`src/rtl/detector_pkg.sv`:
```
// rtl/detector_pkg.sv - shared constants and state encoding for the pattern detector
package detector_pkg;

    localparam int MAXLEN_DEF  = 8;
    localparam int LENW_DEF    = 4;
    localparam int CNTW_DEF    = 8;

    // Out of reset the block behaves as the classic fixed 110 detector
    localparam int RST_PATTERN = 6;
    localparam int RST_LEN     = 3;

    typedef enum logic [1:0] {
        S_IDLE = 2'd0,
        S_RUN  = 2'd1,
        S_DONE = 2'd2
    } state_t;

endpackage

```
`src/rtl/detector_sequencer_if.sv`:
```
// rtl/detector_sequencer_if.sv - configuration handshake bundle for the detector
interface detector_sequencer_if
    import detector_pkg::*;
#(
    parameter int MAXLEN = MAXLEN_DEF,
    parameter int LENW   = LENW_DEF,
    parameter int CNTW   = CNTW_DEF
) ();

    logic              cfg_valid;
    logic              cfg_ready;
    logic [MAXLEN-1:0] cfg_pattern;
    logic [LENW-1:0]   cfg_len;
    logic [CNTW-1:0]   cfg_target;
    logic              cfg_overlap;
    logic              cfg_err;

    modport master (
        output cfg_valid, cfg_pattern, cfg_len, cfg_target, cfg_overlap,
        input  cfg_ready, cfg_err
    );

    modport slave (
        input  cfg_valid, cfg_pattern, cfg_len, cfg_target, cfg_overlap,
        output cfg_ready, cfg_err
    );

endinterface

```
`src/rtl/pattern_matcher.sv`:
```
// rtl/pattern_matcher.sv - serial history, saturating valid-bit count and masked compare
module pattern_matcher
    import detector_pkg::*;
#(
    parameter int MAXLEN = MAXLEN_DEF,
    parameter int LENW   = LENW_DEF
) (
    input  logic              clock,
    input  logic              rst,
    input  logic              clear,
    input  logic              shift_en,
    input  logic              aa,
    input  logic [MAXLEN-1:0] pattern,
    input  logic [LENW-1:0]   len,
    output logic              hit
);

    logic [MAXLEN-1:0] hist_q;
    logic [MAXLEN-1:0] hist_nx;
    logic [MAXLEN-1:0] mask;
    logic [LENW-1:0]   vcnt_q;
    logic [LENW-1:0]   vcnt_nx;

    // Hit is judged on the post-shift view so the match lands on the completing edge
    always_comb begin
        hist_nx = {hist_q[MAXLEN-2:0], aa};
        vcnt_nx = (vcnt_q >= LENW'(MAXLEN)) ? LENW'(MAXLEN) : vcnt_q + 1'b1;
        mask    = '0;
        for (int i = 0; i < MAXLEN; i++) begin
            mask[i] = (i < int'(len));
        end
        hit = (vcnt_nx >= len) && (((hist_nx ^ pattern) & mask) == '0);
    end

    // History and valid-bit count advance only while scanning; clear restarts both
    always_ff @(posedge clock) begin
        if (rst || clear) begin
            hist_q <= '0;
            vcnt_q <= '0;
        end else if (shift_en) begin
            hist_q <= hist_nx;
            vcnt_q <= vcnt_nx;
        end
    end

endmodule

```
`src/rtl/detector_sequencer.sv`:
```
// rtl/detector_sequencer.sv - programmable serial pattern detector with match counting
module detector_sequencer
    import detector_pkg::*;
#(
    parameter int MAXLEN = MAXLEN_DEF,
    parameter int CNTW   = CNTW_DEF,
    parameter int LENW   = LENW_DEF
) (
    input  logic                 clock,
    input  logic                 rst,
    input  logic                 aa,
    input  logic                 start,
    input  logic                 abort,
    output logic                 ww,
    output logic [CNTW-1:0]      match_count,
    output logic                 busy,
    output logic                 done,
    detector_sequencer_if.slave  cfg
);

    state_t            state_q;
    state_t            state_nx;
    logic [MAXLEN-1:0] pat_q;
    logic [LENW-1:0]   len_q;
    logic [CNTW-1:0]   target_q;
    logic              overlap_q;
    logic              err_q;
    logic              run;
    logic              cfg_fire;
    logic              start_fire;
    logic              hit;
    logic              match;
    logic              target_hit;
    logic              len_bad;
    logic              m_clear;
    logic              m_shift;
    logic [CNTW-1:0]   count_inc;

    pattern_matcher #(.MAXLEN(MAXLEN), .LENW(LENW)) u_matcher (
        .clock    (clock),
        .rst      (rst),
        .clear    (m_clear),
        .shift_en (m_shift),
        .aa       (aa),
        .pattern  (pat_q),
        .len      (len_q),
        .hit      (hit)
    );

    // Qualify handshake, start and match events; abort suppresses a same-cycle match
    always_comb begin
        run        = (state_q == S_RUN);
        cfg_fire   = cfg.cfg_valid && !run;
        start_fire = !run && start && !cfg.cfg_valid && !err_q;
        match      = run && !abort && hit;
        count_inc  = match_count + 1'b1;
        target_hit = match && (target_q != '0) && (count_inc == target_q);
        len_bad    = (cfg.cfg_len == '0) || (cfg.cfg_len > LENW'(MAXLEN));
        m_shift    = run && !abort;
        m_clear    = start_fire || (match && !overlap_q);
    end

    // State register
    always_ff @(posedge clock) begin
        if (rst) state_q <= S_IDLE;
        else     state_q <= state_nx;
    end

    // Next-state logic; an accepted config in DONE drops back to IDLE
    always_comb begin
        state_nx = state_q;
        case (state_q)
            S_IDLE: if (start_fire) state_nx = S_RUN;
            S_RUN: begin
                if (abort)           state_nx = S_IDLE;
                else if (target_hit) state_nx = S_DONE;
            end
            S_DONE: begin
                if (cfg_fire)        state_nx = S_IDLE;
                else if (start_fire) state_nx = S_RUN;
            end
            default: state_nx = S_IDLE;
        endcase
    end

    // State-decoded outputs
    always_comb begin
        busy          = (state_q == S_RUN);
        done          = (state_q == S_DONE);
        cfg.cfg_ready = (state_q != S_RUN);
        cfg.cfg_err   = err_q;
    end

    // Configuration registers; an illegal length is still taken but flagged
    always_ff @(posedge clock) begin
        if (rst) begin
            pat_q     <= MAXLEN'(RST_PATTERN);
            len_q     <= LENW'(RST_LEN);
            target_q  <= '0;
            overlap_q <= 1'b1;
            err_q     <= 1'b0;
        end else if (cfg_fire) begin
            pat_q     <= cfg.cfg_pattern;
            len_q     <= cfg.cfg_len;
            target_q  <= cfg.cfg_target;
            overlap_q <= cfg.cfg_overlap;
            err_q     <= len_bad;
        end
    end

    // Match counter and registered match pulse; free-running count saturates
    always_ff @(posedge clock) begin
        if (rst) begin
            match_count <= '0;
            ww          <= 1'b0;
        end else begin
            ww <= match;
            if (start_fire) begin
                match_count <= '0;
            end else if (match && !((target_q == '0) && (match_count == '1))) begin
                match_count <= count_inc;
            end
        end
    end

endmodule

```
`src/flat_wrapper.sv`:
```
// flat-port wrapper written by rule: the top's interface ports become plain ports
module detector_sequencer_flat import detector_pkg::*;
#(
    parameter int MAXLEN = MAXLEN_DEF,
    parameter int CNTW   = CNTW_DEF,
    parameter int LENW   = LENW_DEF
)
  (clock, rst, aa, start, abort, ww, match_count, busy, done, cfg_cfg_valid, cfg_cfg_pattern, cfg_cfg_len, cfg_cfg_target, cfg_cfg_overlap, cfg_cfg_ready, cfg_cfg_err);
  detector_sequencer_if #(.MAXLEN(MAXLEN), .LENW(LENW), .CNTW(CNTW)) cfg_i ();
  input  logic clock;
  input  logic rst;
  input  logic aa;
  input  logic start;
  input  logic abort;
  output logic ww;
  output logic [CNTW-1:0] match_count;
  output logic busy;
  output logic done;
  input wire logic [$bits(cfg_i.cfg_valid)-1:0] cfg_cfg_valid;
  input wire logic [$bits(cfg_i.cfg_pattern)-1:0] cfg_cfg_pattern;
  input wire logic [$bits(cfg_i.cfg_len)-1:0] cfg_cfg_len;
  input wire logic [$bits(cfg_i.cfg_target)-1:0] cfg_cfg_target;
  input wire logic [$bits(cfg_i.cfg_overlap)-1:0] cfg_cfg_overlap;
  output wire logic [$bits(cfg_i.cfg_ready)-1:0] cfg_cfg_ready;
  output wire logic [$bits(cfg_i.cfg_err)-1:0] cfg_cfg_err;
  assign cfg_i.cfg_valid = cfg_cfg_valid;
  assign cfg_i.cfg_pattern = cfg_cfg_pattern;
  assign cfg_i.cfg_len = cfg_cfg_len;
  assign cfg_i.cfg_target = cfg_cfg_target;
  assign cfg_i.cfg_overlap = cfg_cfg_overlap;
  assign cfg_cfg_ready = cfg_i.cfg_ready;
  assign cfg_cfg_err = cfg_i.cfg_err;
  detector_sequencer #(.MAXLEN(MAXLEN), .CNTW(CNTW), .LENW(LENW)) u_core (.clock(clock), .rst(rst), .aa(aa), .start(start), .abort(abort), .ww(ww), .match_count(match_count), .busy(busy), .done(done), .cfg(cfg_i));
endmodule
```
`config.mk`:
```
export PLATFORM = sky130hd
export DESIGN_NAME = detector_sequencer_flat
export DESIGN_NICKNAME = d
export VERILOG_FILES = /design/src/rtl/detector_pkg.sv /design/src/rtl/detector_sequencer_if.sv /design/src/rtl/pattern_matcher.sv /design/src/rtl/detector_sequencer.sv /design/src/flat_wrapper.sv
export SDC_FILE = /design/constraint.sdc
export NUM_CORES = 1
export LEC_CHECK = 0
export BUFFER_PORTS_ARGS = -buffer_cell sky130_fd_sc_hd__buf_4
export CAP_MARGIN = 10
export CORE_AREA = 2 2 67 76
export CTS_BUF_LIST = sky130_fd_sc_hd__clkbuf_4 sky130_fd_sc_hd__clkbuf_8
export DETAILED_ROUTE_END_ITERATION = 8
export DIE_AREA = 0 0 69 78
export PLACE_DENSITY = 0.73
export SKIP_CTS_REPAIR_TIMING = 1
export SYNTH_ARGS = -nofsm -noshare
export SYNTH_HDL_FRONTEND = slang
export SYNTH_HIERARCHICAL = 1
export SYNTH_SLANG_ARGS = --single-unit
```
`constraint.sdc`:
```
create_clock -name clock -period 2.6 [get_ports clock]
set_clock_uncertainty 0.05 [all_clocks]
set_input_delay 0.39 -clock clock [delete_from_list [all_inputs] [get_ports clock]]
set_output_delay 0.39 -clock clock [all_outputs]
set_load 0.005 [all_outputs]
```
* Word-level counts from Yosys, hierarchy flattened
Index checks and enable logic that the tools add are counted.
** Storage, ports and cells
- Register bits after elaboration :: 44
- Output and inout port bits :: 13
- Word-level logic and storage cells :: 64
** Cells by class
- Add/subtract/negate cells :: 2
- Order comparisons :: 11
- Equal/unequal tests :: 6
- Mux-type cells :: 6
- Bitwise gates (word level) :: 2
- Reductions and logical operators :: 27
** Operators by type and width (count)
- $logic_not A8 Y1 :: 2
- $lt A3 B4 Y1 const A :: 4
- $logic_and A1 B1 Y1 :: 12
- $add A8 B1 Y8 const B :: 1
- $and A8 B8 Y8 :: 1
- $eq A8 B8 Y1 :: 1
- $eq A8 B8 Y1 const B :: 1
- $lt A1 B4 Y1 const A :: 2
- $lt A2 B4 Y1 const A :: 2
- $mux W2 :: 4
- $reduce_bool A8 Y1 :: 1
- $xor A8 B8 Y8 :: 1
- $logic_not A1 Y1 :: 6
- $pmux W2 S3 :: 1
- $add A4 B1 Y4 const B :: 1
- $ge A4 B4 Y1 :: 1
- $ge A4 B4 Y1 const B :: 1
- $gt A4 B4 Y1 const B :: 1
- $logic_not A4 Y1 :: 1
- $mux W4 :: 1
- $logic_or A1 B1 Y1 :: 3
- $ne A3 B2 Y1 const B :: 1
- $eq A2 B1 Y1 const B :: 1
- $eq A2 B2 Y1 const B :: 1
- other kinds (3) :: 3

* Depth between registers and ports, before layout
- Word-level depth :: 10
- Gate-level depth with buffers :: 12

* Modules after synthesis
Netlist, hierarchy kept.
** Modules (own cells, without submodules)
- detector_sequencer :: times used 1, cells an instance 203, area an instance 1621.6 um^2, sequential area each 660.6 um^2
- pattern_matcher :: times used 1, cells an instance 77, area an instance 695.7 um^2, sequential area each 220.2 um^2

* Least setup slack after synthesis
No wires, ideal clock.
- Kind :: register to register
- Start point :: register u_core.u_matcher.vcnt_q[0]
- End point :: register u_core.u_matcher.vcnt_q[3]
- Setup time :: 80 ps
- Arrival :: 2417 ps
- Required time :: 2470 ps
- Setup slack :: 53 ps
- Cell stages (with the launch flop) :: 13
- Path buffers :: 1
- Period minus slack after synthesis :: 2547 ps
- Path through :: dfxtp_1 > inv_1 > ha_1 > nor2b_1 > ha_1 > a2111oi_0 > a21oi_1 > and4_1 > nand2_1 > o21ai_0 > or2_2 > buf_2 > nor3b_1
** Between the ends
- Longest elaborated chain between the ends :: 8
** Ends and longest elaborated chain
- start: declaration :: RTL line pattern_matcher.sv:21 : logic [LENW-1:0] vcnt_q;
- start signal: assignment :: RTL line pattern_matcher.sv:42 : vcnt_q <= vcnt_nx;
- $add A4 B1 Y4 / $ge A4 B4 Y1 (equally long branches) :: RTL line pattern_matcher.sv:27 : vcnt_nx = (vcnt_q >= LENW'(MAXLEN)) ? LENW'(MAXLEN) : vcnt_q + 1'b1;
- $mux W4 * :: RTL line pattern_matcher.sv:27
- net u_core.u_matcher.vcnt_nx[1] :: RTL line pattern_matcher.sv:22 : logic [LENW-1:0] vcnt_nx;
- $ge A4 B4 Y1 * :: RTL line pattern_matcher.sv:32 : hit = (vcnt_nx >= len) && (((hist_nx ^ pattern) & mask) == '0);
- $logic_and A1 B1 Y1 * :: RTL line pattern_matcher.sv:32
- net u_core.hit :: RTL line detector_sequencer.sv:31 : logic hit;
- $logic_and A1 B1 Y1 * :: RTL line detector_sequencer.sv:55 : match = run && !abort && hit;
- $logic_and A1 B1 Y1 * :: RTL line detector_sequencer.sv:60 : m_clear = start_fire || (match && !overlap_q);
- $logic_or A1 B1 Y1 * :: RTL line detector_sequencer.sv:60
- net u_core.m_clear :: RTL line detector_sequencer.sv:35 : logic m_clear;
- $logic_or A1 B1 Y1 * :: RTL line pattern_matcher.sv:37 : if (rst || clear) begin
Mark *: on every way through the listed nets, which the timed path passes. The rest lies on a longest branch.
A chain may end at the register's enable or synchronous reset.

* Final worst setup path
- Start point :: register u_core.u_matcher.vcnt_q[3]
- End point :: register u_core.match_count[1]
** Between the ends
- Longest elaborated chain between the ends :: 6
** Ends and longest elaborated chain
- $add A4 B1 Y4 / $ge A4 B4 Y1 (equally long branches) :: RTL line pattern_matcher.sv:27
- $mux W4 * :: RTL line pattern_matcher.sv:27
- $ge A4 B4 Y1 * :: RTL line pattern_matcher.sv:32
- $logic_and A1 B1 Y1 * :: RTL line pattern_matcher.sv:32
- net u_core.hit :: RTL line detector_sequencer.sv:31
- $logic_and A1 B1 Y1 * :: RTL line detector_sequencer.sv:55
- $logic_and A1 B1 Y1 * :: RTL line detector_sequencer.sv:120 : end else if (match && !((target_q == '0) && (match_count == '1))) begin
- end signal: assignment :: RTL line detector_sequencer.sv:121 : match_count <= count_inc;
- end: declaration :: RTL line detector_sequencer.sv:15 : output logic [CNTW-1:0] match_count,
Marked as above.

==> summary.txt <==
Global route
  – Grt ovf: 0
  – First-pass GRT wire length: 8710 um
  – Largest net degree at the start of global routing: 29
  – Vias in the first global route: 1,871
  – Global Route Usage Sum: 20.3%
  – Initial antenna violation count: 0

Route
  – Via density: 5.44
  – Total Wirelength: 5210 um
  – Post-route ant nets: 0
  – DRC Markers: 0
  – DRT iter0 DRCs: 103
  – TritonRoute pass-1 iters: 4
  – Vias: 2,006
  – WL/cell: 14.1 um

Layout
  – Nets: 346
  – Fillcell total: 460
  – Layout area overhead: 19.3%
  – Utilization after layout: 60.7%
  – Share of layout cells above drive strength 1: 21.7%
  – N_diodes: 0

Logic synthesis
  – Synth Area per Inst: 8.28 um2
  – Post-synth EDFFs: 0
  – Most used flip-flop cell after synthesis: dfxtp_1
  – Synth warnings: 6
  – Unique masters post-synth: 49
  – Synth top area cells: dfxtp_1, nand2_1, xnor2_1, xor2_1, mux2i_1
  – Post-synthesis sequential area ratio: 38.0%
  – Synth Register Bits: 44
  – Yosys top cell by area: dfxtp_1
  – Syn nets: 314
  – Synth top area share: 38.0%
  – Mapped cell area: 0.00232 mm2
  – Mapped Cells: 280
  – FFs w/ async S/R, synth: 0%

CTS
  – Clock tree from TritonCTS: built
  – Clock sinks: 44
  – Num CTS Buffers: 5
  – Clock tree buffer depth: 2
  – H-tree Lvls: 2
  – Clock root buffer: clkbuf_8
  – Clock slew at reported path FFs: 80 ps
  – Worst-skew pair later-pin latency: 290 ps

Die
  – Initial core utilization: 50.9%
  – Die H: 78 um
  – Core area: 0.00455 mm2
  – Die width: 69 um
  – I/O Pins: 40
  – # rows: 26
  – Die ar.: 0.00538 mm2

Setup path
  – FF-to-FF End: u_core/match_count[1]
  – Flop2flop setup slack: 60 ps
  – R2r startpoint: u_core/u_matcher/vcnt_q[3]
  – Worst endpoint required time: 2730 ps
  – CP Launch Type: flop
  – CP Capture Type: flop
  – Critical path class: flop to flop
  – Reg2Reg Depth: 10
  – Worst EP arrival: 2670 ps
  – Crit-path max FO: 7

Timing
  – RSZ-0062 raised after global routing: yes
  – Relative slew margins: 41.3%
  – Final setup violation count: 0
  – Tmin final: 2540 ps
  – Worst-margin pin slew: 880 ps
  – Final Slew Violations: 0
  – Hold Fails Final Rpt: 0
  – Fmax: 394 MHz
  – Fin crit share: 97.7%
  – Setup_tns: 0 ps

Pwr
  – Cell internal pwr: 1.00 mW
  – Gate power share: 13.1%
  – Clock power share: 33.1%
  – Leak: 1.12 nW
  – Switching portion of total power: 25.7%
  – Sequential Power Share: 53.8%
  – PwrDens: 487 mW/mm2
  – Switch Pwr: 0.347 mW
  – VDD IR max: 0.321 mV

Job
  – MaxCap Viol Count: 0

Place
  – I/O Buffers: 39
  – Final HPWL DP: 3660 um
  – GPL Wtd Cong: 0.879

Run status
  – Outcome: complete, no violations

Min path
  – Hold crit path type: input port to flop
  – WHS Path Cells: 3
  – Min-delay src: cfg_cfg_overlap
  – End point of the worst hold path: u_core/overlap_q
## synthesized netlist by cell type (4+ instances only)
library cell  instances
a21oi_1              19
mux2i_1              11
nand2b_1              4
inv_1                 6
dfxtp_1              44
o21ai_0               5
nor2_1               27
clkbuf_1             10
xnor2_1              13
ha_1                  7
buf_2                 6
xor2_1               13
nand2_1              48
nor3_1                5
nand3_1               6
nand3b_1              6
## layout make-up
class | instances | area (um2) | share of cell area, %
multi-input cells | 212 | 1370 | 49.6
flip-flops and latches | 44 | 885 | 32.0
repair buffers | 42 | 315 | 11.4
clock buffers | 6 | 82.6 | 2.99
well taps | 56 | 70.1 | 2.54
inverters | 7 | 26.3 | 0.951
clock inverters | 2 | 15.0 | 0.543
## logic make-up after synthesis
logic type | after synthesis | synth area share, %
multiplexers | 11 | 4.75
buffers and inverters | 24 | 4.54
AND/OR/NAND/NOR | 121 | 25.8
flip-flops | 44 | 38.0
adder cells (fa/ha/maj) | 7 | 3.78
XOR/XNOR | 26 | 9.83
AO/OA/AOI/OAI | 47 | 13.3
## per-stage QoR
stage / cells / setup slack [ps] / hold WS, ps / power [mW] / cell area (um2)
after floorplan: 280 / 53.0 / 382 / 0.842 / 2320
after global placement: 361 / 41.4 / 409 / 0.904 / 2620
after detailed placement: 361 / -100 / 416 / 0.910 / 2620
after CTS: 369 / -286 / 248 / 1.35 / 2720
after global routing: 369 / -52.0 / 252 / 1.41 / 2760
final: 369 / 60.9 / 250 / 1.35 / 2760
## flip-flops by register name, summed over array words and instances, names as in the netlist
| register | cells |
|---|---|
| u_core/match_count | 8 |
| u_core/pat_q | 8 |
| u_core/target_q | 8 |
| u_core/u_matcher/hist_q | 7 |
| u_core/len_q | 4 |
| u_core/u_matcher/vcnt_q | 4 |
| u_core/state_q | 2 |
| u_core/cfg.cfg_err | 1 |
| u_core/overlap_q | 1 |
| u_core/ww | 1 |
## worst max-delay path by stage
stage	start	to	slack [ps]
2_1_floorplan	u_core/u_matcher/vcnt_q[0]	u_core/u_matcher/vcnt_q[3]	50
3_3_place_gp	u_core/u_matcher/vcnt_q[0]	u_core/u_matcher/vcnt_q[3]	40
3_5_place_dp	u_core/u_matcher/vcnt_q[0]	u_core/match_count[1]	-100
4_1_cts	u_core/u_matcher/vcnt_q[0]	u_core/u_matcher/vcnt_q[3]	-290
5_1_grt	u_core/u_matcher/vcnt_q[0]	u_core/match_count[1]	-50
6_report	u_core/u_matcher/vcnt_q[3]	u_core/match_count[1]	60
## cell usage in the layout, fill, tap and decap left out, types with 11 or more instances in the layout
cell     count
nand2_1     48
xor2_1      13
a21oi_1     19
dfxtp_1     41
xnor2_1     13
nor2_1      27
mux2i_1     11
buf_4       42
## critical path, stage by stage (launching register included)
cell and delay, ps:
dfxtp_2 350, or2_2 310, ha_1 260, nand2b_1 200, a2111oi_4 370, a21oi_1 70, and4_1 190, and2_2 230
o21ai_2 110, mux2i_1 230, nor2_1 50
## power by group through the flow
stage | clock network (mW) | logic [mW] | registers, mW
after global placement | 0 | 0.165 | 0.739
after floorplan | 0 | 0.109 | 0.733
after detailed placement | 0 | 0.170 | 0.740
after global routing | 0.486 | 0.197 | 0.729
after CTS | 0.456 | 0.172 | 0.724
final | 0.446 | 0.177 | 0.724
## layer usage
layer  GRT usage (%)  up-vias  share of wire (%)
met5               0        -                  0
met4            9.22        0                2.3
met3            3.12       11                3.6
li1                -     1021                  -
met1            25.9      923                 48
met2            33.6       51                 46
Note: power is estimated with default switching activity, not from simulation.
